--- src/rtl/pipe_pkg.sv ---
// Shared pipeline definitions: sequencer state encoding, NOP and x0 constants.
package pipe_pkg;

  typedef enum logic [1:0] {
    ST_RUN      = 2'd0,
    ST_MEM_WAIT = 2'd1,
    ST_HALT     = 2'd2
  } state_e;

  // addi x0, x0, 0
  localparam logic [31:0] NOP_INSN = 32'h0000_0013;
  localparam logic [4:0]  REG_X0   = 5'd0;

endpackage

--- src/rtl/hazard_detect.sv ---
// Load-use hazard compare between the ID instruction's sources and the EX load.
module hazard_detect
  import pipe_pkg::*;
(
  input  logic [4:0] id_rs1,
  input  logic [4:0] id_rs2,
  input  logic       id_use_rs1,
  input  logic       id_use_rs2,
  input  logic [4:0] ex_rd,
  input  logic       ex_mem_read,
  output logic       load_use_c
);

  logic rs1_hit_c;
  logic rs2_hit_c;

  // x0 is hardwired to zero, so a load targeting it never blocks a consumer
  always_comb begin
    rs1_hit_c  = id_use_rs1 && (id_rs1 == ex_rd);
    rs2_hit_c  = id_use_rs2 && (id_rs2 == ex_rd);
    load_use_c = ex_mem_read && (ex_rd != REG_X0) && (rs1_hit_c || rs2_hit_c);
  end

endmodule

--- src/rtl/pipe_hazard_ctrl.sv ---
// Pipeline sequencer: per-boundary load enables, bubble strobes, memory-wait /
// timeout / halt FSM and a saturating stall-cycle counter.
module pipe_hazard_ctrl
  import pipe_pkg::*;
#(
  parameter int unsigned MEM_TIMEOUT = 64,
  parameter int unsigned CNT_W       = 32
) (
  input  logic             clk,
  input  logic             rst,
  input  logic [4:0]       id_rs1,
  input  logic [4:0]       id_rs2,
  input  logic             id_useRs1,
  input  logic             id_useRs2,
  input  logic [4:0]       ex_rd,
  input  logic             ex_memRead,
  input  logic             ex_redirect,
  input  logic             imem_ready,
  input  logic             me_memReq,
  input  logic             dmem_ready,
  input  logic             halt_req,
  input  logic             resume,
  output logic             pc_en,
  output logic             if_id_en,
  output logic             id_ex_en,
  output logic             ex_me_en,
  output logic             me_wb_en,
  output logic             if_id_bubble,
  output logic             id_ex_bubble,
  output logic             mem_err,
  output logic             halted,
  output logic [CNT_W-1:0] stall_cnt
);

  localparam int unsigned TMO_W = $clog2(MEM_TIMEOUT + 1);

  state_e             state_q, state_d;
  logic [TMO_W-1:0]   tmo_q, tmo_d;
  logic               mem_err_q, mem_err_d;
  logic [CNT_W-1:0]   stall_cnt_q, stall_cnt_d;

  logic load_use_c;
  logic flow_pc_c, flow_if_id_c, flow_id_ex_c, flow_ex_me_c, flow_me_wb_c;
  logic flow_if_id_bub_c, flow_id_ex_bub_c;

  hazard_detect u_hazard_detect (
    .id_rs1      (id_rs1),
    .id_rs2      (id_rs2),
    .id_use_rs1  (id_useRs1),
    .id_use_rs2  (id_useRs2),
    .ex_rd       (ex_rd),
    .ex_mem_read (ex_memRead),
    .load_use_c  (load_use_c)
  );

  // Enables when data memory is not holding the pipe: redirect > load-use > fetch miss
  always_comb begin
    flow_pc_c        = 1'b1;
    flow_if_id_c     = 1'b1;
    flow_id_ex_c     = 1'b1;
    flow_ex_me_c     = 1'b1;
    flow_me_wb_c     = 1'b1;
    flow_if_id_bub_c = 1'b0;
    flow_id_ex_bub_c = 1'b0;
    if (ex_redirect) begin
      flow_if_id_bub_c = 1'b1;
      flow_id_ex_bub_c = 1'b1;
    end else if (load_use_c) begin
      flow_pc_c        = 1'b0;
      flow_if_id_c     = 1'b0;
      flow_id_ex_bub_c = 1'b1;
    end else if (!imem_ready) begin
      flow_pc_c        = 1'b0;
      flow_if_id_bub_c = 1'b1;
    end
  end

  // FSM next state, timeout tracking, outgoing enables and stall accounting
  always_comb begin
    state_d      = state_q;
    tmo_d        = tmo_q;
    mem_err_d    = mem_err_q;
    stall_cnt_d  = stall_cnt_q;
    pc_en        = 1'b0;
    if_id_en     = 1'b0;
    id_ex_en     = 1'b0;
    ex_me_en     = 1'b0;
    me_wb_en     = 1'b0;
    if_id_bubble = 1'b0;
    id_ex_bubble = 1'b0;

    unique case (state_q)
      ST_RUN: begin
        if (me_memReq && !dmem_ready) begin
          state_d = ST_MEM_WAIT;
          tmo_d   = TMO_W'(1);
        end else begin
          pc_en        = flow_pc_c;
          if_id_en     = flow_if_id_c;
          id_ex_en     = flow_id_ex_c;
          ex_me_en     = flow_ex_me_c;
          me_wb_en     = flow_me_wb_c;
          if_id_bubble = flow_if_id_bub_c;
          id_ex_bubble = flow_id_ex_bub_c;
          if (halt_req) state_d = ST_HALT;
        end
      end
      ST_MEM_WAIT: begin
        // a completion in the final allowed cycle still beats the timeout
        if (dmem_ready) begin
          pc_en        = flow_pc_c;
          if_id_en     = flow_if_id_c;
          id_ex_en     = flow_id_ex_c;
          ex_me_en     = flow_ex_me_c;
          me_wb_en     = flow_me_wb_c;
          if_id_bubble = flow_if_id_bub_c;
          id_ex_bubble = flow_id_ex_bub_c;
          state_d      = ST_RUN;
          tmo_d        = '0;
        end else if (tmo_q >= TMO_W'(MEM_TIMEOUT)) begin
          mem_err_d = 1'b1;
          state_d   = ST_HALT;
          tmo_d     = '0;
        end else begin
          tmo_d = tmo_q + TMO_W'(1);
        end
      end
      ST_HALT: begin
        if (resume) state_d = ST_RUN;
      end
      default: begin
        state_d = ST_RUN;
        tmo_d   = '0;
      end
    endcase

    if (rst) begin
      pc_en        = 1'b0;
      if_id_en     = 1'b0;
      id_ex_en     = 1'b0;
      ex_me_en     = 1'b0;
      me_wb_en     = 1'b0;
      if_id_bubble = 1'b0;
      id_ex_bubble = 1'b0;
    end

    if (!rst && (state_q != ST_HALT) && !pc_en && (stall_cnt_q != {CNT_W{1'b1}})) begin
      stall_cnt_d = stall_cnt_q + CNT_W'(1);
    end
  end

  // State and counter registers; reset abandons any outstanding access
  always_ff @(posedge clk) begin
    if (rst) begin
      state_q     <= ST_RUN;
      tmo_q       <= '0;
      mem_err_q   <= 1'b0;
      stall_cnt_q <= '0;
    end else begin
      state_q     <= state_d;
      tmo_q       <= tmo_d;
      mem_err_q   <= mem_err_d;
      stall_cnt_q <= stall_cnt_d;
    end
  end

  assign mem_err   = mem_err_q;
  assign halted    = (state_q == ST_HALT);
  assign stall_cnt = stall_cnt_q;

endmodule

--- config.mk ---
export PLATFORM = sky130hd
export DESIGN_NAME = pipe_hazard_ctrl
export DESIGN_NICKNAME = d
export VERILOG_FILES = /design/src/rtl/pipe_pkg.sv /design/src/rtl/hazard_detect.sv /design/src/rtl/pipe_hazard_ctrl.sv
export SDC_FILE = /design/constraint.sdc
export NUM_CORES = 1
export LEC_CHECK = 0
export BUFFER_PORTS_ARGS = -buffer_cell sky130_fd_sc_hd__buf_2
export CAP_MARGIN = 25
export CORE_UTILIZATION = 45
export CTS_CLUSTER_DIAMETER = 150
export DETAILED_ROUTE_END_ITERATION = 10
export PLACE_DENSITY = 0.76
export SKIP_LAST_GASP = 1
export SLEW_MARGIN = 10
export SYNTH_ARGS = -nofsm -noshare
export SYNTH_HDL_FRONTEND = slang
export SYNTH_SLANG_ARGS = --single-unit
export TNS_END_PERCENT = 30
--- constraint.sdc ---
create_clock -name clk -period 6.5 [get_ports clk]
set_input_delay 0.975 -clock clk [delete_from_list [all_inputs] [get_ports clk]]
set_output_delay 0.975 -clock clk [all_outputs]
set_load 0.05 [all_outputs]
==> impl_metrics.csv <==
group,metric,value,unit
critical_path,worstSetupStartpoint,"ex_rd[1]",
floorplanning,core,4880,µm²
place,gp_congestion,0.813,
yosys,synthCells,289,
yosys,syn_area_per_cell,8.15,µm²
critical_path,reg2reg_depth,9,
critical_path,cp_slowest_cell,"or4_1",
yosys,synthesis.area,2350,µm²
critical_path,r2r_start,"stall_cnt[0]",
pwr,ir_drop,80.5,µV
floorplanning,fp.dieH,74.3,µm
yosys,synth.distinct_cells,48,
floorplanning,io_pins,67,
yosys,synth_fp_nets,318,
critical_path,worstSetupStartpointType,"primary input",
pwr,p_leak,0.00110,µW
place,dp_cells,406,
drt,vias,2282,
place,hpwl,3880,µm
critical_path,end_kind,"output port",
clocking,cts_buffer_depth,2,
clocking,cts_tree,"done",
timing,fin_tns_setup,0,ns
cells_and_area,stdcell_area,2780,µm²
clocking,cts.sinks,42,
cells_and_area,regArea,841,µm²
yosys,ys_seq_elements,42,
drt,ant_nets,0,
clocking,post_cts_resized,0,
hold_path,hold_class,"reg2reg",
yosys,synth-edff-count,0,
critical_path,cp.required,5.52,ns
global_route,grt_pass1_vias,2009,
timing,fin_skew,0.00790,ns
pwr,powerDensity,187,nW/µm²
cells_and_area,diodes,0,
yosys,async_flop_share,0,%
critical_path,max_stage_delay,0.54,ns
outcome,status,"finished, final reports clean",
drt,wirelength,5420,µm
hold_path,hold_path_startpoint,"mem_err",
drt,first_pass_iters,4,
drt,drcViolationCount,0,
critical_path,criticalPathCategory,"in2out",
timing,rsz0062_at_grt,"no",
cells_and_area,fin_nets,375,
flow_run,drv_cap,0,
global_route,grt_max_degree,48,
floorplanning,initial_core_util,48.3,%
cells_and_area,multiInputGateArea,1400,µm²
cells_and_area,utilization,56.9,%
clocking,cts_setup_buffers,0,
clocking,root_buffer,"clkbuf_8",
critical_path,crit_fanout,7,
clocking,cts_hold_buf,0,
drt,wl_per_cell,13.1,µm
global_route,grt_overflow,0,
place,place_area,2680,µm²
timing,slew_headroom,44.3,%
yosys,seq_area_frac_synth,35.7,%
timing,fin_crit_sh,54.9,%
drt,vias_per_cell,5.51,
global_route,grtUsageTotal,20.3,%
critical_path,crit_top_cell,"buf_2",
cells_and_area,fill_cells,489,
global_route,antenna_found_initial,0,
clocking,numCtsBuffers,5,
timing,fmax,280,MHz
floorplanning,die_area,5530,µm²
critical_path,regToRegSetupSlack,3.44,ns
critical_path,worstPathCellList,"buf_2 -> or4_1 -> o21ai_0 -> nor3_4 -> a211oi_1 -> buf_2",
cells_and_area,drive_gt1_share,25.1,%
timing,hold_viol,0,
timing,period_needed,3.57,ns
clocking,htreeDepth,2,
clocking,clkTransAtPathRegs,0.08,ns
floorplanning,fp-row-count,25,
drt,drtIter0Drc,128,
critical_path,critical_path_arrival,2.60,ns
yosys,yosysWarnings,0,
place,io_buffers,66,
clocking,insertion_delay,0.29,ns
critical_path,timing.critical_path.to,"if_id_bubble",
cells_and_area,areaGrowthSynthToFinish,17.9,%
cells_and_area,stdcell_count,414,
global_route,grt_first_pass_wirelength,8740,µm
timing,setup_viol,0,
floorplanning,die_x,74.3,µm
yosys,ys.flop_type,"dfxtp_1",
timing,drv_slew,0,
critical_path,r2r_end,"stall_cnt[25]",
timing,tightest_slew,0.828,ns
cell type report:
class | count | area share [%]
Inverter | 4 | 0.541
Clock inverter | 2 | 0.451
Tap cell | 67 | 3.02
Clock buffer | 6 | 2.98
Sequential cell | 42 | 30.3
Multi-Input combinational cell | 226 | 50.5
Timing Repair Buffer | 67 | 12.2
logic make-up (layout without fill, tap and decap cells):
group / count (synthesis) / count (layout) / share of synthesized area [%]
muxes: 6 / 6 / 2.76
buffers and inverters: 21 / 79 / 4.73
DFF: 42 / 42 / 35.7
and+or+nand+nor: 133 / 133 / 31.9
AOI/OAI and AO/OA: 68 / 68 / 17.4
xor gates and xnor gates: 16 / 16 / 5.95
adders and majority gates: 3 / 3 / 1.59
cells in the final DEF, fill, tap and decap left out, types with 5 or more instances in the layout:
| cell | n |
|---|---|
| a21oi_1 | 28 |
| and3_1 | 8 |
| buf_2 | 66 |
| clkbuf_8 | 6 |
| dfxtp_1 | 42 |
| nand2_1 | 20 |
| nand3_1 | 19 |
| nor2_1 | 27 |
| nor2b_1 | 9 |
| nor4_1 | 5 |
| o21ai_0 | 17 |
| o31ai_1 | 8 |
| or3_1 | 12 |
| or4_1 | 11 |
| xnor2_1 | 7 |
| xor2_1 | 9 |
stage by stage:
| step | power (µW) | worst slack, ns | hold slack [ns] |
|---|---|---|---|
| finish | 519 | 2.93 | 0.474 |
| global route | 541 | 2.73 | 0.509 |
| CTS | 524 | 2.91 | 0.486 |
| detailed placement | 349 | 2.92 | 0.467 |
| global placement | 348 | 2.97 | 0.452 |
| floorplan | 330 | 2.44 | 0.479 |
flip-flops by register name, indices dropped and copies added, names as in the netlist:
name	cells
stall_cnt	32
tmo_q	7
state_q	2
mem_err	1
critical path, delay by kind of cell:
family,cells,cell delay [ns]
simple gates,2,0.66
compound gates,2,0.55
buf+inv,2,0.41
how the worst min path moves through the flow:
stage,end,cells past startpoint,slack [ns]
detailed placement,mem_err,2,0.47
global placement,mem_err,2,0.45
floorplan,tmo_q[5],2,0.48
finish,mem_err,2,0.47
global route,mem_err,2,0.51
CTS,mem_err,2,0.49
cell usage after synthesis, drive strengths merged (2+ instances only):
| cell type | count | area, µm² |
|---|---|---|
| and2 | 2 | 12.5 |
| a2111oi | 2 | 17.5 |
| nand4 | 4 | 25.0 |
| a31oi | 2 | 12.5 |
| xnor2 | 7 | 61.3 |
| nor2b | 9 | 56.3 |
| ha | 3 | 37.5 |
| or4 | 11 | 82.6 |
| nand3 | 20 | 113 |
| nand4b | 2 | 17.5 |
| or2 | 2 | 12.5 |
| a21oi | 28 | 140 |
| nor4 | 7 | 65.1 |
| mux2 | 4 | 45.0 |
| buf | 9 | 66.3 |
| o31ai | 8 | 60.1 |
| clkbuf | 8 | 30.0 |
| dfxtp | 42 | 841 |
| nor2 | 27 | 101 |
| mux2i | 2 | 20.0 |
| or3 | 12 | 75.1 |
| xor2 | 9 | 78.8 |
| inv | 4 | 15.0 |
| o21ai | 19 | 98.8 |
| and3 | 8 | 50.1 |
| nand2b | 4 | 25.0 |
| nor3 | 4 | 31.3 |
| nand2 | 20 | 75.1 |
layer usage:
layer | share of wire [%] | track usage, %
met1 | 47 | 26.3
met2 | 48 | 33.4
met3 | 3.3 | 4.20
met4 | 1.3 | 7.34
met5 | 0 | 0
power by group:
group          switching [µW]  total [µW]  internal (µW)
registers                4.62         265            260
logic                    55.2        77.7           22.6
clock network            91.0         176           85.4
Note: power is estimated with default switching activity, not from simulation.
